<file path="config.mk">
export PLATFORM = sky130hd
export DESIGN_NAME = prio_event_encoder
export DESIGN_NICKNAME = d
export VERILOG_FILES = /design/src/rtl/enc_pkg.sv /design/src/rtl/prio_enc_comb.sv /design/src/rtl/prio_event_encoder.sv
export SDC_FILE = /design/constraint.sdc
export NUM_CORES = 1
export LEC_CHECK = 0
export CORE_MARGIN = 4
export CORE_UTILIZATION = 40
export DETAILED_ROUTE_END_ITERATION = 8
export MAX_ROUTING_LAYER = met4
export PLACE_DENSITY = 0.65
export SYNTH_ARGS = -nofsm -noshare
export SYNTH_HDL_FRONTEND = slang
export SYNTH_SLANG_ARGS = --single-unit
</file>
<file path="constraint.sdc">
create_clock -name clk -period 3.1 [get_ports clk]
set_clock_uncertainty 0.2 [all_clocks]
set_input_delay 0.465 -clock clk [delete_from_list [all_inputs] [get_ports clk]]
set_output_delay 0.465 -clock clk [all_outputs]
set_load 0.02 [all_outputs]
</file>
<file path="src/rtl/enc_pkg.sv">
// Shared priority-encode and popcount helpers for the event-encoder family.
package enc_pkg;

  localparam int unsigned ENC_MAX_N = 64;

  // Index of the winning set bit among the low n bits; 0 when none is set.
  function automatic int unsigned prio_index(input logic [ENC_MAX_N-1:0] vec,
                                             input int unsigned          n,
                                             input bit                   msb_first);
    int unsigned r;
    bit          found;
    r     = 0;
    found = 1'b0;
    for (int unsigned i = 0; i < n; i++) begin
      if (vec[i]) begin
        if (msb_first || !found) r = i;
        found = 1'b1;
      end
    end
    return r;
  endfunction

  function automatic int unsigned popcount(input logic [ENC_MAX_N-1:0] vec);
    int unsigned c;
    c = 0;
    for (int unsigned i = 0; i < ENC_MAX_N; i++) c += int'(vec[i]);
    return c;
  endfunction

endpackage

</file>
<file path="src/rtl/prio_enc_comb.sv">
// Combinational N-to-W priority encoder with selectable direction and an any flag.
module prio_enc_comb
  import enc_pkg::*;
#(
  parameter int unsigned N         = 4,
  parameter bit          MSB_FIRST = 1'b1,
  localparam int unsigned W        = (N > 1) ? $clog2(N) : 1
) (
  input  logic [N-1:0] vec,
  output logic [W-1:0] idx,
  output logic         any
);

  logic [ENC_MAX_N-1:0] wide;

  assign wide = ENC_MAX_N'(vec);
  assign idx  = W'(prio_index(wide, N, MSB_FIRST));
  assign any  = |vec;

endmodule

</file>
<file path="src/rtl/prio_event_encoder.sv">
// Sticky event capture, priority selection and valid/ready delivery of event indices.
module prio_event_encoder
  import enc_pkg::*;
#(
  parameter int unsigned N         = 8,
  parameter bit          MSB_FIRST = 1'b1,
  localparam int unsigned W        = $clog2(N),
  localparam int unsigned CW       = $clog2(N + 1)
) (
  input  logic          clk,
  input  logic          rst,
  input  logic [N-1:0]  req,
  input  logic          ovf_clr,
  output logic          out_valid,
  output logic [W-1:0]  out_idx,
  input  logic          out_ready,
  output logic [CW-1:0] pend_cnt,
  output logic          ovf
);

  logic [N-1:0] pend;
  logic [N-1:0] mv_mask;
  logic [W-1:0] sel;
  logic         any;
  logic         load;
  logic         move;
  logic         ovf_hit;

  prio_enc_comb #(
    .N         (N),
    .MSB_FIRST (MSB_FIRST)
  ) u_enc (
    .vec (pend),
    .idx (sel),
    .any (any)
  );

  assign load = !out_valid || out_ready;
  assign move = load && any;

  always_comb begin
    mv_mask = '0;
    if (move) mv_mask[sel] = 1'b1;
  end

  // A line being moved out this edge may re-pend without counting as overflow.
  assign ovf_hit  = |(req & pend & ~mv_mask);
  assign pend_cnt = CW'(popcount(ENC_MAX_N'(pend)));

  always_ff @(posedge clk or posedge rst) begin
    if (rst) begin
      pend      <= '0;
      out_valid <= 1'b0;
      out_idx   <= '0;
      ovf       <= 1'b0;
    end else begin
      pend <= (pend & ~mv_mask) | req;
      if (load) begin
        out_valid <= any;
        if (any) out_idx <= sel;
      end
      if (ovf_hit)      ovf <= 1'b1;
      else if (ovf_clr) ovf <= 1'b0;
    end
  end

endmodule

</file>
==> flow_summary.yaml, run 1 <==
run_status:
  outcome: "complete, but fails checks"
  violations: "setup timing"
synthesis:
  synth_xor_area_share_pct: 0.976
  synthAdderAreaFrac_pct: 14.5
  ys.flop_type: "dfrtp_1"
  yosysUniqueCellTypes: 34
  yosysTopAreaCell: "dfrtp_1"
  synth_area_leaders: "dfrtp_1 36%, fa_1 8.9%, inv_1 6.3%, ha_1 5.6%, a31oi_1 3.5%"
  synth-simple-area-share_pct: 17.6
  synth-warning-count: 0
  syn_area_per_cell_sq_um: 9.54
  synth_top_family_by_area: "compound AO/OA/AOI/OAI gates"
  async_flop_share_pct: 100
  synth.area.mux_share_pct: 0
  synth_top_area_share_pct: 36.3
  ys_ff_latch: 13
  seq_area_frac_synth_pct: 36.3
  syn-num-nets: 114
  mappedNetlistArea_sq_um: 897
  synth_enable_flop_cells: 0
  synth_compound_area_share_pct: 24.0
  syn_inst: 94
placement:
  place_area_sq_um: 1220
  placedCellCount: 149
  port-buffer-count: 20
  dp_slack_ns: -0.840
  gp_congestion: 0.813
  place_hpwl_um: 1670
detailed_routing:
  drc_errors: 0
  drtAntennaViolNets: 0
  via_per_inst: 5.18
  wl_per_cell_um: 13.4
  dr.pass1.iters: 4
  drtIter0Drc: 17
  finalWirelength_um: 2050
  vias: 792
floorplanning:
  chipHeight_um: 55.4
  die_w_um: 55.4
  io_pins: 21
  design.die.area_sq_um: 3060
  num_rows: 16
  initial_core_util_pct: 43.9
  coreArea_sq_um: 2040
worst_setup_path:
  cp-start-kind: "flop"
  cp_slowest_cell: "fa_1"
  cp_max_fo: 2
  rrSetupSlack_ns: 1.27
  critPathCaptureType: "primary output"
  critPathBufInv: 3
  cpMostUsedCell: "fa_1"
  arrival_ns: 3.14
  path_delay_family: "adder cells"
  cp_slowest_stage_delay_ns: 0.56
  cp_cell_sequence: "fa_1 > inv_1 > fa_1 > fa_1 > inv_2 > ha_4 > fa_2 > xor2_4 > buf_6"
  crit_type: "reg -> out"
  cp.required_ns: 2.43
sta:
  worstMarginPinSlew_ns: 0.508
  maxSlewHeadroom_pct: 66.1
  max_freq_mhz: 263
  fin_crit_ns: 3.80
  hold_viol: 0
  rsz0062_at_grt: "true"
  worst_slack_ns: -0.704
  slew_viol_final: 0
  finalSetupViolCount: 4
  min_period_over_period_pct: 123
global_routing:
  antenna_found_initial: 0
  track_usage_pct: 14.9
  grt_max_degree: 14
  grt_pass1_wl_um: 3550
  grt_overflow_total: 0
  grt_pass1_vias: 748
power:
  power.internal_uw: 286
  switching_share_pct: 28.9
  p_leak_uw: 0.000550
  p_clk_share_pct: 26.0
  vdd_drop_max_mv: 0.255
  combPwrFrac_pct: 30.2
  p_seq_share_pct: 43.8
  cellPowerDensity_nw_per_um2: 320
  power.net_switching_uw: 116
finish:
  multi_input_area_sq_um: 548
  drive_above_1_share_pct: 24.6
  utilization_pct: 61.6
  nFillCells: 187
  seqCellArea_sq_um: 325
  area_growth_syn_to_layout_pct: 40.3
  fin_cells: 153
  finalInstanceArea_sq_um: 1260
  diodes: 0
  nets: 147
clocking:
  cts_buffer_depth: 2
  cts-htree-levels: 1
  holdBufCountCts: 0
  cts_setup_buffers: 0
  clk_pin_slew_ns: 0.08
  clkSinkCount: 13
  tritoncts: "built"
  clock_latency_ns: 0.27
  cts_made_buffers: 3
  clock-root-buffer: "clkbuf_4"
job:
  maxCapViolations: 0
hold_path:
  hp-class: "in -> async"
per-stage QoR:
step	hold slack, ns	TNS (ns)	power, uW
6_report	0.319	-2.05	403
3_5_place_dp	0.312	-2.59	295
3_3_place_gp	0.306	-2.49	293
2_1_floorplan	0.142	-0.519	246
4_1_cts	0.325	-2.11	408
5_1_grt	0.368	-2.47	428
repair_timing:
action | in CTS | in global routing
resized for setup | 24 | 0
setup endpoints to repair | 4 | 4
pin swaps | 2 | 0
layout by cell type (no fill, tap or decap), types with 2 or more instances in the layout:
cell type,instances
dfrtp_1,13
a21oi_1,3
ha_1,3
nand4_1,2
fa_1,3
clkbuf_4,3
nor2b_1,3
a22oi_1,3
nor2_2,2
nor2_1,6
a21o_1,4
a31oi_1,5
buf_4,8
clkdlybuf4s50_1,16
buf_6,3
nand3_1,2
nand2_1,5
inv_2,3
o21ai_0,2
nand2b_1,2
inv_1,13
Yosys cell counts, drive strengths merged, types with 2 or more instances:
master	number
nand2	5
ha	4
nor2	8
nand4	2
nand3	2
a21oi	4
nand2b	2
o21ai	2
fa	4
and3	2
a31oi	5
a22oi	3
dfrtp	13
a21o	4
nor2b	4
inv	16
registers in the layout (all words and copies together), names as in the netlist:
| name | cells |
|---|---|
| out_idx | 3 |
| out_valid | 1 |
| ovf | 1 |
| pend | 8 |
power by group through the flow:
stage                     Clock [uW]  Combinational, uW  Sequential [uW]
final                            105                121              176
after floorplan                    0               61.4              184
after global routing             118                134              177
after CTS                        109                123              176
after global placement             0                114              179
after detailed placement           0                115              180
layout make-up:
cell class | count | area share [%]
inverters | 16 | 4.77
clock buffers | 4 | 2.09
flip-flops and latches | 13 | 25.8
multi-input cells | 65 | 43.5
well taps | 27 | 2.68
repair buffers | 28 | 21.1
cell families after synthesis:
| logic type | Yosys count |
|---|---|
| AOI/OAI and AO/OA | 28 |
| and+or+nand+nor | 28 |
| buffers and inverters | 16 |
| DFF | 13 |
| adders and majority gates | 8 |
| xor gates and xnor gates | 1 |
routing by layer:
metal	wire, um	global-route usage [%]
met5	0	-
met4	10	3.13
met3	109	2.80
met1	963	20.8
met2	965	22.5
path summary, 6_finish.rpt:
kind / start / depth (start not counted) / end
setup reg to reg: pend[0] / 7 / ovf
min in group clk: out_idx[1] / 2 / out_idx[1]
hold reg to reg: out_idx[1] / 2 / out_idx[1]
max in group asynchronous: rst / 2 / out_valid
hold / removal: rst / 2 / pend[2]
setup / recovery: pend[3] / 9 / pend_cnt[2]
Power figures use the tool's default switching activity.
==> run 2, diff against run 1 <==
Settings changed: CTS_BUF_LIST from default to sky130_fd_sc_hd__clkbuf_4.
==> flow_summary.yaml, run 2 (synthesis gave the netlist of run 1 again) <==
sta:
  slew_viol_final: 0
  finalSetupViolCount: 4
  worst_slack_ns: -0.704
  max_freq_mhz: 263
  maxSlewHeadroom_pct: 66.1
  finalSetupTns_ns: -2.05
  worstMarginPinSlew_ns: 0.508
  fin_crit_ns: 3.80
  rsz0062_at_grt: "true"
  min_period_over_period_pct: 123
  hold_viol: 0
  whs_ns: 0.319
detailed_routing:
  drc_errors: 0
  drtAntennaViolNets: 0
  wl_per_cell_um: 13.4
  via_per_inst: 5.17
  dr.pass1.iters: 4
  finalWirelength_um: 2050
  vias: 791
  drtIter0Drc: 17
floorplanning:
  die_w_um: 55.4
  initial_core_util_pct: 43.9
  num_rows: 16
  design.die.area_sq_um: 3060
  chipHeight_um: 55.4
  io_pins: 21
  coreArea_sq_um: 2040
run_status:
  violations: "setup timing"
  outcome: "complete, but fails checks"
worst_setup_path:
  critPathCaptureType: "primary output"
  cp_max_fo: 2
  cp-start-kind: "flop"
  crit_type: "reg -> out"
  cp.required_ns: 2.43
  arrival_ns: 3.14
job:
  maxCapViolations: 0
global_routing:
  grt_max_degree: 14
  antenna_found_initial: 0
  track_usage_pct: 14.9
  grt_pass1_vias: 748
  grt_pass1_wl_um: 3550
  grt_overflow_total: 0
clocking:
  cts_made_buffers: 3
  clock-root-buffer: "clkbuf_4"
  cts_buffer_depth: 2
  clkSinkCount: 13
  clock_latency_ns: 0.27
  cts-htree-levels: 1
  clk_pin_slew_ns: 0.08
  tritoncts: "built"
finish:
  top_regs: "pend (8), out_idx (3)"
  largest_register: "pend"
  area_growth_syn_to_layout_pct: 40.7
  largest_reg_flops: 8
  drive_above_1_share_pct: 25.4
  final_cell_mix: "16 x clkdlybuf4s50_1, 13 x inv_1, 13 x dfrtp_1"
  utilization_pct: 61.8
  nets: 147
  diodes: 0
  finalInstanceArea_sq_um: 1260
  mostFrequentLayoutCell: "clkdlybuf4s50_1"
placement:
  gp_congestion: 0.813
  dp_slack_ns: -0.840
  place_hpwl_um: 1670
  port-buffer-count: 20
  place_area_sq_um: 1220
power:
  cellPowerDensity_nw_per_um2: 327
  p_leak_uw: 0.000553
  vdd_drop_max_mv: 0.258
hold_path:
  hp-class: "in -> async"
==> run 2: changes by cell type in the layout (fill, tap and decap cells not counted) <==
cell / before / now
clkbuf_4: 3 / 4
clkbuf_1: 1 / 0
==> run 2: what timing repair did <==
item	in CTS	in global routing
pin swaps	2	0
setup buffers	0	0
gates resized for setup	24	0
hold buffers	0	0
setup endpoints to repair	4	4
==> run 2: path summary, 6_finish.rpt <==
kind / slack [ns] / cells past startpoint / from / endpoint
worst max-delay path: -0.70 / 9 / pend[3] / pend_cnt[2]
worst min-delay path: 0.32 / 2 / rst / pend[2]
worst max register to register: 1.27 / 7 / pend[0] / ovf
worst min register to register: 0.32 / 2 / out_idx[1] / out_idx[1]
max in group asynchronous: 2.04 / 2 / rst / out_valid
min in group clk: 0.32 / 2 / out_idx[1] / out_idx[1]
==> run 2: cell type report <==
cell class	count	area [sq um]
clock buffer	4	30.0
sequential	13	325
tap	27	33.8
inverter	16	60.1
fill	187	779
timing repair buffer	28	265
multi-input combinational	65	548
==> run 2: routing by layer <==
layer	track usage, %	wire length, um
met5	-	0
met4	3.13	10
met3	2.80	109
met2	22.5	959
met1	20.8	971
==> run 2: worst max-delay path: stages, from the launching register on <==
cell and delay (ns):
dfrtp_1 0.41, fa_1 0.56, inv_1 0.05, fa_1 0.44, fa_1 0.51, inv_2 0.05
ha_4 0.16, fa_2 0.39, xor2_4 0.16, buf_6 0.13
==> run 2: where the power goes <==
part	total (uW)	switching (uW)	leakage (uW)	internal, uW
logic	121	59.0	0.000414	62.4
registers	176	2.42	0.000121	174
clock network	115	56.5	0.0000184	58.5
total	413	118	0.000553	295
==> run 2: stage by stage <==
| step | power, uW | std cells |
|---|---|---|
| after CTS | 417 | 153 |
| after global routing | 437 | 153 |
| final | 413 | 153 |
| after global placement | 293 | 149 |
| after detailed placement | 295 | 149 |
| after floorplan | 246 | 94 |
==> run 3, diff against run 2 <==
Settings changed: CTS_CLUSTER_DIAMETER from default to 60, CTS_CLUSTER_SIZE from default to 28.
==> results of run 3 <==
The final DEF is identical to that of run 2; final timing and power are the same.
